`src/rtl/fifo_status_logic_pkg.sv`:
```
// fifo_status_logic_pkg
//   Shared definitions for the FIFO status/occupancy logic: FSM state
//   encoding and default geometry. The read/write pointer logic also imports
//   these so that every block agrees on what EMPTY/PARTIAL/FULL mean.
package fifo_status_logic_pkg;

  localparam int DEF_MEM_SIZE = 4;  // FIFO depth in words
  localparam int DEF_PTR      = 3;  // counter/threshold width, 2**PTR > depth

  typedef enum logic [1:0] {
    EMPTY   = 2'd0,
    PARTIAL = 2'd1,
    FULL    = 2'd2
  } fifo_state_e;

endpackage

```
`src/rtl/fifo_status_logic.sv`:
```
// fifo_status_logic
//   Occupancy counter and EMPTY/PARTIAL/FULL state machine for a FIFO of
//   MEM_SIZE words. Tracks accepted push/pop requests and reports full,
//   empty, count and threshold-based almost-full/almost-empty flags.
//
//   Optional feature: define FIFO_STATUS_ERR_EN to add the sticky
//   fifo_error output (overflow/underflow), cleared only by reset.
//
// Ports
//   clk             in   clock, rising edge
//   reset           in   asynchronous, active-low reset
//   push            in   request to store one word this cycle
//   pop             in   request to remove one word this cycle
//   th_almost_full  in   [PTR]  almost_full when count >= this
//   th_almost_empty in   [PTR]  almost_empty when count <= this
//   fifo_full       out  registered, count == MEM_SIZE
//   fifo_empty      out  registered, count == 0
//   almost_full     out  combinational compare of fifo_count
//   almost_empty    out  combinational compare of fifo_count
//   fifo_count      out  [PTR] registered occupancy, 0..MEM_SIZE
//   fifo_error      out  sticky error (FIFO_STATUS_ERR_EN only)
module fifo_status_logic
  import fifo_status_logic_pkg::*;
#(
  parameter int MEM_SIZE = DEF_MEM_SIZE,
  parameter int PTR      = DEF_PTR
) (
  input  logic           clk,
  input  logic           reset,
  input  logic           push,
  input  logic           pop,
  input  logic [PTR-1:0] th_almost_full,
  input  logic [PTR-1:0] th_almost_empty,
  output logic           fifo_full,
  output logic           fifo_empty,
  output logic           almost_full,
  output logic           almost_empty,
  output logic [PTR-1:0] fifo_count
`ifdef FIFO_STATUS_ERR_EN
  ,
  output logic           fifo_error
`endif
);

  localparam logic [PTR-1:0] CNT_MAX = PTR'(MEM_SIZE);
  localparam logic [PTR-1:0] CNT_ONE = PTR'(1);

  fifo_state_e    state, state_nxt;
  logic           push_acc, pop_acc;
  logic [PTR-1:0] count_nxt;

  // Acceptance: a push in FULL is only taken when a pop frees a slot in the
  // same cycle; a pop in EMPTY is never taken. Together these keep the
  // counter inside 0..MEM_SIZE without any saturation logic.
  always_comb begin
    push_acc  = push && ((state != FULL) || pop);
    pop_acc   = pop && (state != EMPTY);
    count_nxt = fifo_count;
    if (push_acc && !pop_acc)
      count_nxt = fifo_count + CNT_ONE;
    else if (pop_acc && !push_acc)
      count_nxt = fifo_count - CNT_ONE;

    state_nxt = state;
    case (state)
      EMPTY:   if (count_nxt != '0) state_nxt = PARTIAL;
      PARTIAL: begin
        if (count_nxt == CNT_MAX)  state_nxt = FULL;
        else if (count_nxt == '0)  state_nxt = EMPTY;
      end
      FULL:    if (count_nxt != CNT_MAX) state_nxt = PARTIAL;
      default: state_nxt = EMPTY;
    endcase
  end

  always_ff @(posedge clk or negedge reset) begin
    if (!reset) state <= EMPTY;
    else        state <= state_nxt;
  end

  // Flags are registered from the next state so they move on the same edge
  // as the state and count.
  always_ff @(posedge clk or negedge reset) begin
    if (!reset) begin
      fifo_count <= '0;
      fifo_full  <= 1'b0;
      fifo_empty <= 1'b1;
    end else begin
      fifo_count <= count_nxt;
      fifo_full  <= (state_nxt == FULL);
      fifo_empty <= (state_nxt == EMPTY);
    end
  end

  assign almost_full  = (fifo_count >= th_almost_full);
  assign almost_empty = (fifo_count <= th_almost_empty);

`ifdef FIFO_STATUS_ERR_EN
  // Overflow: push with no pop while FULL. Underflow: pop with no push while
  // EMPTY. Simultaneous push/pop is never an error.
  logic err_set;
  assign err_set = (push && !pop && (state == FULL)) ||
                   (pop && !push && (state == EMPTY));

  always_ff @(posedge clk or negedge reset) begin
    if (!reset)       fifo_error <= 1'b0;
    else if (err_set) fifo_error <= 1'b1;
  end
`endif

endmodule

```
`config.mk`:
```
export PLATFORM = sky130hd
export DESIGN_NAME = fifo_status_logic
export DESIGN_NICKNAME = d
export VERILOG_FILES = /design/src/rtl/fifo_status_logic_pkg.sv /design/src/rtl/fifo_status_logic.sv
export SDC_FILE = /design/constraint.sdc
export NUM_CORES = 1
export LEC_CHECK = 0
export CAP_MARGIN = 10
export CORE_MARGIN = 2
export CORE_UTILIZATION = 44
export DETAILED_ROUTE_END_ITERATION = 16
export PLACE_DENSITY = 0.74
export SYNTH_ARGS = -nofsm -noshare
export SYNTH_HDL_FRONTEND = slang
export SYNTH_SLANG_ARGS = --single-unit
export TNS_END_PERCENT = 50
```
`constraint.sdc`:
```
create_clock -name clk -period 2.05 [get_ports clk]
set_clock_uncertainty 0.15 [all_clocks]
set_input_delay 0.5125 -clock clk [delete_from_list [all_inputs] [get_ports clk]]
set_output_delay 0.5125 -clock clk [all_outputs]
set_load 0.03 [all_outputs]
```
After elaboration in Yosys (flattened, before gate mapping)

Cells that the tools add are included.

Register bits after elaboration: 7
Bits of input ports: 10
Output and inout bits: 7
Word-level logic and storage cells: 33

$add $sub $neg: 2
Order comparisons: 2
Eq/ne operators: 6
Muxes and demuxes: 7
Reduce and logical (&&, ||, !) cells: 12

Operators with widths:

| cell                  | count |
|---|---|
| $mux W2               | 4 |
| $mux W3               | 2 |
| $pmux W2 S3           | 1 |
| $eq A2 B2 Y1 const B  | 2 |
| $logic_and A1 B1 Y1   | 4 |
| $logic_not A2 Y1      | 2 |
| $add A3 B1 Y3 const B | 1 |
| $eq A3 B3 Y1 const B  | 1 |
| $ge A3 B3 Y1          | 1 |
| $le A3 B3 Y1          | 1 |
| $logic_not A3 Y1      | 1 |
| $ne A3 B3 Y1 const B  | 1 |
| $reduce_bool A3 Y1    | 1 |
| $sub A3 B1 Y3 const B | 1 |
| $eq A2 B1 Y1 const B  | 1 |
| $logic_not A1 Y1      | 2 |
| $ne A2 B2 Y1 const B  | 1 |
| $reduce_bool A2 Y1    | 1 |
| $logic_or A1 B1 Y1    | 1 |

Depth between registers and ports, before layout

Gate-level depths: netlist (run 1).

Depth after elaboration: 12
Depth in mapped cells: 7
Gate-level depth less buffers: 7

Worst setup path after synthesis (run 1)

No wires, ideal clock.

Path type: flip-flop to output port
From: register fifo_count[1]
To: output port almost_empty
Data arrival time: 1.843 ns
Data required time: 1.387 ns
Setup slack: -0.455 ns
Cell stages (with the launch flop): 5
Path buffers: 0
Cells stage by stage: dfrtp_1 > ha_1 > nor2b_1 > o21a_1 > o21ai_0

Word-level cells in the longest chain between the ends: 1

RTL lines:

| what                   | RTL line                | source |
|---|---|---|
| start, declared        | fifo_status_logic.sv:38 | `output logic [PTR-1:0] fifo_count` |
| start signal, assigned | fifo_status_logic.sv:89 | `fifo_count <= count_nxt;` |
| $le A3 B3 Y1           | fifo_status_logic.sv:96 | `assign almost_empty = (fifo_count <= th_almost_empty);` |
| end, declared          | fifo_status_logic.sv:37 | `output logic almost_empty,` |

No other way between the ends.

Worst setup path after layout (run 1)

Ends and elaborated chain as after synthesis.

==> summary by stage, run 1 <==
Detailed routing
The detailed router placed 601 vias in this run. The final routed wirelength across all metal layers is 1.58 mm. The number of nets with antenna violations after detailed routing is 0. The total DRC errors in the routed layout is 0. The wire length per cell is 14.4 um. The number of design-rule violations left by the first detailed-router iteration is 8. The via density per instance is 5.46. The pre-antenna-repair detailed-routing pass consisted of 4 iterations.

Yosys
Yosys instantiated no cell more often than sky130_fd_sc_hd__ha_1. Yosys mapped the design onto 32 distinct sky130hd cell types. A synthesized cell averages 9.49 sq um. In this run, synthesis inferred 0 flip-flops with an integrated enable. The post-synthesis sequential element count is 7. Sequential elements use 27.8% of the synthesized area.

The total nets after synthesis is 85. Of all flip-flops after synthesis, the portion carrying an async set or reset was 100%. The number of warnings printed during yosys synthesis is 0. The netlist area before placement is 636 sq um. The number of instances in the synthesized netlist is 67.

In the post-synthesis netlist, the biggest area contributors are sky130_fd_sc_hd__dfrtp_1 (24%), sky130_fd_sc_hd__ha_1 (16%), sky130_fd_sc_hd__dfstp_2 (4.1%). The share of Yosys cell area claimed by the top area cell type is 23.6%. After synthesis, the most frequently instantiated cells are sky130_fd_sc_hd__ha_1 (8), sky130_fd_sc_hd__inv_1 (7), sky130_fd_sc_hd__dfrtp_1 (6). The library cell with the largest summed area after synthesis is sky130_fd_sc_hd__dfrtp_1. The most frequently used flop master after synthesis is sky130_fd_sc_hd__dfrtp_1.

Setup path
STA classifies the critical path startpoint as a register. The cell occurring most often along the worst timing path is sky130_fd_sc_hd__buf_6. Traced cell by cell, the critical path runs through buf_6, ha_4, nor2b_4, o21a_1, o21ai_4, buf_6. STA classifies the critical path endpoint as an output port. The largest single stage delay on the critical path is 0.40 ns. By startpoint and endpoint, the worst setup path is classified as register to output port. The worst endpoint data arrival time is 1.57 ns. The kind of cell with the highest combined delay on the critical path is flip-flops.

The slowest stage cell on the critical path is sky130_fd_sc_hd__dfrtp_2. The number of buffers and inverters on the critical path is 2. The largest fanout on the critical path is 2.

The data required time at the worst endpoint is 1.39 ns.

Final layout
The area growth from synthesis to layout is 62.0%. The repair_antennas step left the layout with diodes totalling 0. Summing all multi-input logic gate instances after layout gives 541 sq um. Summing all flip-flop and latch instances after layout gives 179 sq um.

The filler cell count in the final layout is 90. The total number of nets in the final design is 114. Once layout is done, the placed cells without fillers occupy 0.00103 sq mm. Of the cells placed in the final design, the portion with a size suffix greater than 1 is 47.4%.

Job
The tool flagged a number of max-cap violations equal to 0.

Die
The area of the die is 0.00176 sq mm. The I/O pin count is 17. For this configuration, the core starts out at a cell density of 48.2%. The number of core rows is 13. In this run the horizontal extent of the chip is 42.0 um. Measured along the y axis, the die boundary spans 42.0 um. The area of the core is 0.00132 sq mm.

Clocking
TritonCTS built the clock tree. The clock latency on the worst-skew pair is 0.24 ns. The buffer type at the clock tree root is sky130_fd_sc_hd__clkbuf_4.

The clock drives 7 sinks. The clock-pin slew reported for the worst setup and hold paths after clock tree synthesis is 0.05 ns. CTS built an H-tree with a depth of 1. The number of clock buffers inserted by TritonCTS is 3. For this design, the CTS-stage hold fixing added 0 buffers.

No sink is reached through more buffers than the 2 on the longest clock path.

STA
The count of pins over their slew limit came to 0. Setup repair after global routing could not meet its margin everywhere. Based on the critical path, the design can be clocked at up to 0.448 GHz. At the pin with the least slew margin, the transition time is 0.417 ns. The portion of the clock cycle consumed by the worst path in the final layout is 109%.

The worst slew margin relative to its limit is 72.2%. The minimum period implied by the final worst setup slack is 2.23 ns. Across all setup checks in the final design, the least slack found is -0.184 ns. The number of hold-slack violations in the final timing report is 0. The number of setup violations in the final report is 5.

Global route
In the global route stage, overall resource usage came out at 18.2%. The number of global-route vias before repair is 580. Entering global routing, the biggest net connects 13 pins. The total overflow left after global routing is 0.

The first global-routing pass estimated 2.50 mm of wire. The number of antenna violations at the first check in global routing is 0.

Power
The switching power is 750 uW. The cell-internal power is 915 uW. The reported leakage power is 0.000481 uW.

The sequential group share of total power is 17.8%. The proportion of power drawn by the clock network is 7.3%. The combinational group share of total power is 74.9%. The worst ir drop on vdd is 1080 uV.

The ratio of total power to cell area is 1620 mW/mm^2. The power consumption is 1660 uW. The net switching share of the total power is 45.1%.

Placed design
After detailed placement, the total cell area comes to 857 sq um. The half-perimeter wire length of the detailed placement result is 995 um. The final weighted congestion of routability-driven global placement is 0.684. The number of buffers added on ports is 16.

Min path
The worst hold path belongs to the class input pin to asynchronous set/reset pin.

Status
The final reports fail on setup timing. The run finished, with violations left.
[layer usage]
| layer | part of all wire, % | global-route usage, % | vias to the layer above |
|---|---|---|---|
| li1 | - | - | 293 |
| met1 | 42 | 24.9 | 285 |
| met2 | 53 | 30.3 | 19 |
| met3 | 3.0 | 3.02 | 4 |
| met4 | 1.3 | 3.87 | 0 |
| met5 | 0 | 0 | - |
[per-stage QoR]
step | utilization, % | instances | setup TNS (ns) | setup WS (ns) | hold WS [ns]
floorplan | - | 67 | 0 | 0.0295 | 0.0669
global placement | 65.1 | 101 | -2.15 | -0.900 | 0.500
detailed placement | 65.1 | 101 | -2.31 | -0.902 | 0.505
CTS | 73.5 | 107 | -0.390 | -0.224 | 0.377
global route | 78.2 | 110 | -0.941 | -0.236 | 0.405
finish | 78.2 | 110 | -0.464 | -0.184 | 0.368
[cell type report]
type                            instances  area share [%]
Multi-Input combinational cell         50            52.5
Sequential cell                         7            17.4
Tap cell                               15            1.82
Inverter                                7            2.79
Clock buffer                            4            2.55
Timing Repair Buffer                   27            23.0
[registers in the layout, indices dropped and copies added, names as in the netlist]
register / cells
state: 2
fifo_count: 3
fifo_empty: 1
fifo_full: 1
[kinds of logic after synthesis]
kind of cell	share of synthesized area [%]
buffers and inverters	7.48
and+or+nand+nor	20.5
AOI/OAI and AO/OA	20.7
xor gates and xnor gates	7.88
adders and majority gates	15.7
DFF	27.8
[path summary, 6_finish.rpt]
check	startpoint	slack, ns	endpoint	depth (start not counted)
min reg2reg	fifo_count[0]	0.51	fifo_count[0]	2
min	reset	0.37	state[0]	1
max reg2reg	fifo_count[1]	-0.05	state[1]	10
max in group asynchronous	reset	1.10	fifo_empty	1
max	fifo_count[1]	-0.18	almost_empty	6
min in group clk	fifo_count[0]	0.51	fifo_count[0]	2
[placed cells by master, fill, tap and decap left out, types with 2 or more instances in the layout]
cell type / instances
sky130_fd_sc_hd__xor2_1: 2
sky130_fd_sc_hd__clkdlybuf4s50_1: 3
sky130_fd_sc_hd__dlygate4sd2_1: 7
sky130_fd_sc_hd__nand3_1: 2
sky130_fd_sc_hd__dfrtp_2: 2
sky130_fd_sc_hd__buf_6: 4
sky130_fd_sc_hd__nand2b_1: 2
sky130_fd_sc_hd__inv_1: 2
sky130_fd_sc_hd__o211ai_2: 2
sky130_fd_sc_hd__clkbuf_4: 3
sky130_fd_sc_hd__buf_4: 9
sky130_fd_sc_hd__clkbuf_2: 2
sky130_fd_sc_hd__inv_2: 4
sky130_fd_sc_hd__nand2_1: 4
sky130_fd_sc_hd__ha_4: 7
sky130_fd_sc_hd__and3_1: 2
sky130_fd_sc_hd__o21ai_1: 2
sky130_fd_sc_hd__nor2_1: 2
sky130_fd_sc_hd__dfrtp_1: 4
sky130_fd_sc_hd__o211ai_1: 2
[what timing repair did]
action | in CTS | in global routing
setup buffers | 2 | 3
pin swaps | 9 | 10
endpoints found under the setup margin | 6 | 6
resized for setup | 31 | 12
cloned | 0 | 0
[power by group through the flow]
stage	clock network, uW	registers (uW)	logic [uW]
floorplan	0	368	599
global placement	0	289	966
detailed placement	0	290	988
CTS	124	294	1120
global route	135	309	1350
finish	121	296	1250
[worst reg2reg max path: stages (launching register included)]
cell and delay [ns]:
sky130_fd_sc_hd__dfrtp_2 0.40, sky130_fd_sc_hd__buf_6 0.13, sky130_fd_sc_hd__buf_4 0.12, sky130_fd_sc_hd__buf_6 0.11
sky130_fd_sc_hd__inv_4 0.06, sky130_fd_sc_hd__ha_4 0.20, sky130_fd_sc_hd__and3b_1 0.18, sky130_fd_sc_hd__o21ai_1 0.12
sky130_fd_sc_hd__and4b_4 0.29, sky130_fd_sc_hd__nor2_2 0.06, sky130_fd_sc_hd__and3_1 0.17
(Power assumes the default switching activity.)
==> inputs of run 2 (changes only) <==
Settings changed: PLACE_DENSITY 0.74 to default, PLACE_DENSITY_LB_ADDON from default to 0.08.
==> summary by stage, run 2 (same netlist as run 1, synthesis figures left out) <==
Status
The run finished, with violations left. The checks that failed: setup timing.

Detailed routing
The number of iterations in the first detailed-routing pass is 4 (unchanged). The number of design-rule violations left by the first detailed-router iteration is 7 (-1). The via density per instance is 5.31 (-2.7%).

The number of nets with antenna violations after detailed routing was 0 (unchanged). The total DRC errors in the routed layout was 0 (unchanged). The number of vias after detailed routing came to 574 (-4.5%).

The wire length per cell is 14.0 um (-2.4%). The final routed wirelength across all metal layers is 1.52 mm (-4.2%).

Setup path
The kind of end point of the critical path is an output port. The worst endpoint data arrival time is 1.56 ns (about the same). STA classifies the critical path startpoint as a register. The data required time at the worst endpoint is 1.39 ns (about the same).

The largest fanout on the critical path was 2 (unchanged). The critical setup path kind is register to output port.

Job
The total of max-cap violations is 0 (unchanged).

Die
The starting density of the core is 48.2% (unchanged). The y dimension of the die is 42.0 um (unchanged). The area of the die is 0.00176 sq mm (unchanged). The I/O pin count is 17 (unchanged). The width of the die came to 42.0 um (unchanged). The number of core rows is 13 (unchanged). The area of the core was 0.00132 sq mm (unchanged).

Clocking
The clock-pin slew reported for the worst setup and hold paths after clock tree synthesis came to 0.05 ns (about the same). The number of clock buffers inserted by TritonCTS came to 3 (unchanged). The clock sink total is 7 (unchanged). The hold-fix buffer count after cts is 0 (unchanged). The worst-case clock buffer depth is 2 (unchanged). The clock latency on the worst-skew pair is 0.24 ns (about the same). The H-tree level count is 1 (unchanged). The root buffer cell chosen for the clock tree is sky130_fd_sc_hd__clkbuf_4. The clock tree from TritonCTS is built.

Final layout
The final instance count without filler cells came to 108 (-1.8%). Leaving out fill and tap cells, the most frequent cells in the layout are sky130_fd_sc_hd__dlygate4sd2_1 (8), sky130_fd_sc_hd__buf_4 (8), sky130_fd_sc_hd__ha_4 (6). The total number of nets in the final design was 112 (-1.8%). The growth of design area from synthesis to finish is 56.9%. The area occupied by multi-input gates is 523 sq um (-3.2%). The layout cell share with drive strength beyond 1 is 44.1% (-3.3 points). The number of antenna cells inserted is 0 (unchanged). The sequential standard cell area is 179 sq um (unchanged). The flip-flop count of the largest register after layout was 3 (unchanged). In the final layout, the registers with the most flip-flops are fifo_count x3, state x2. The filler cell count in the final layout is 100 (+11%).

The register with the most flip-flops in the final layout is fifo_count.

Power
The reported leakage power was 0.000464 uW (-3.6%). The power consumption is 1600 uW (-3.8%). The ratio of total power to cell area is 1610 mW/mm^2 (-0.66%). The worst ir drop on vdd is 1010 uV (-7.0%).

STA
Setup repair after global routing could not meet its margin everywhere. The worst slew margin relative to its limit is 70.8% (-1.3 points). The count of pins over their slew limit was 0 (unchanged).

The worst setup slack after layout came to -0.170 ns (+0.0140 ns). The transition time at the pin with the least slew margin was 0.437 ns (+0.0198 ns). The minimum period implied by the final worst setup slack is 2.22 ns (-0.0140 ns).

The portion of the clock cycle consumed by the worst path in the final layout is 108% (-0.68 points). The worst hold slack after final layout came to 0.378 ns (+0.0100 ns). The number of setup violations in the final report is 2 (-3). The number of hold-slack violations in the final timing report is 0 (unchanged). The setup TNS is -0.306 ns (+0.158 ns). The maximum operating frequency is 0.450 GHz (+0.63%).

Global route
The number of antenna violations at the first check in global routing was 0 (unchanged). The largest net degree at the start of global routing came to 13 (unchanged). The number of global-route vias before repair is 582 (+0.34%).

The global-route usage over all layers is 18.9% (+0.68 points). The wire length of the first global-routing pass is 2.57 mm (+2.8%). The remaining global-route overflow came to 0 (unchanged).

Placed design
The final weighted congestion of routability-driven global placement came to 0.704 (+2.9%). The number of cells after detailed placement came to 101 (unchanged). The half-perimeter wire length of the detailed placement result is 923 um (-7.2%). The number of buffers added on ports came to 16 (unchanged).

Min path
The worst hold path belongs to the class input pin to asynchronous set/reset pin.
run 2: per-stage QoR:
stage | instance area (sq um) | worst slack [ns] | utilization, %
floorplan | 657 | 0.0295 | -
global placement | 857 | -0.899 | 65.1
detailed placement | 857 | -0.914 | 65.1
CTS | 977 | -0.234 | 74.2
global route | 997 | -0.228 | 75.7
finish | 997 | -0.170 | 75.7
run 2: routing by layer:
metal / part of all wire, % / GRT usage, %
met1: 44 / 25.9
met2: 53 / 32.2
met3: 3.0 / 2.16
met4: 0 / 3.87
met5: 0 / 0
run 2: worst max-delay path: stages (launching register included):
cell and delay [ns]:
sky130_fd_sc_hd__dfrtp_2 0.40, sky130_fd_sc_hd__buf_6 0.12, sky130_fd_sc_hd__ha_4 0.20, sky130_fd_sc_hd__nor2b_1 0.12, sky130_fd_sc_hd__o21a_1 0.20, sky130_fd_sc_hd__o21ai_4 0.13
sky130_fd_sc_hd__buf_6 0.14
run 2: timing repair:
item                                    4_1_cts  5_1_grt
gates resized for setup                      34        4
pin swaps                                     9        6
setup buffers                                 2        1
endpoints found under the setup margin        6        6
hold endpoints to repair                      0        0
run 2: layout make-up:
type / instances / area share [%]
flip-flops and latches: 7 / 17.9
clock buffers: 4 / 2.63
repair buffers: 25 / 22.2
inverters: 7 / 2.89
multi-input cells: 50 / 52.4
well taps: 15 / 1.88
run 2: path summary, 6_finish.rpt:
path / startpoint / endpoint / slack (ns) / cells past startpoint
worst max-delay path: fifo_count[1] / almost_empty / -0.17 / 6
worst min-delay path: reset / state[1] / 0.38 / 1
worst max register to register: fifo_count[1] / state[1] / 0.05 / 9
worst min register to register: fifo_count[0] / fifo_count[0] / 0.51 / 2
max in group asynchronous: reset / fifo_empty / 1.09 / 1
min in group clk: fifo_count[0] / fifo_count[0] / 0.51 / 2
run 2: where the power goes:
part,internal [uW],switching (uW),total (uW)
logic,581,600,1180
clock network,74.1,48.2,122
registers,211,87.8,299
total,866,736,1600
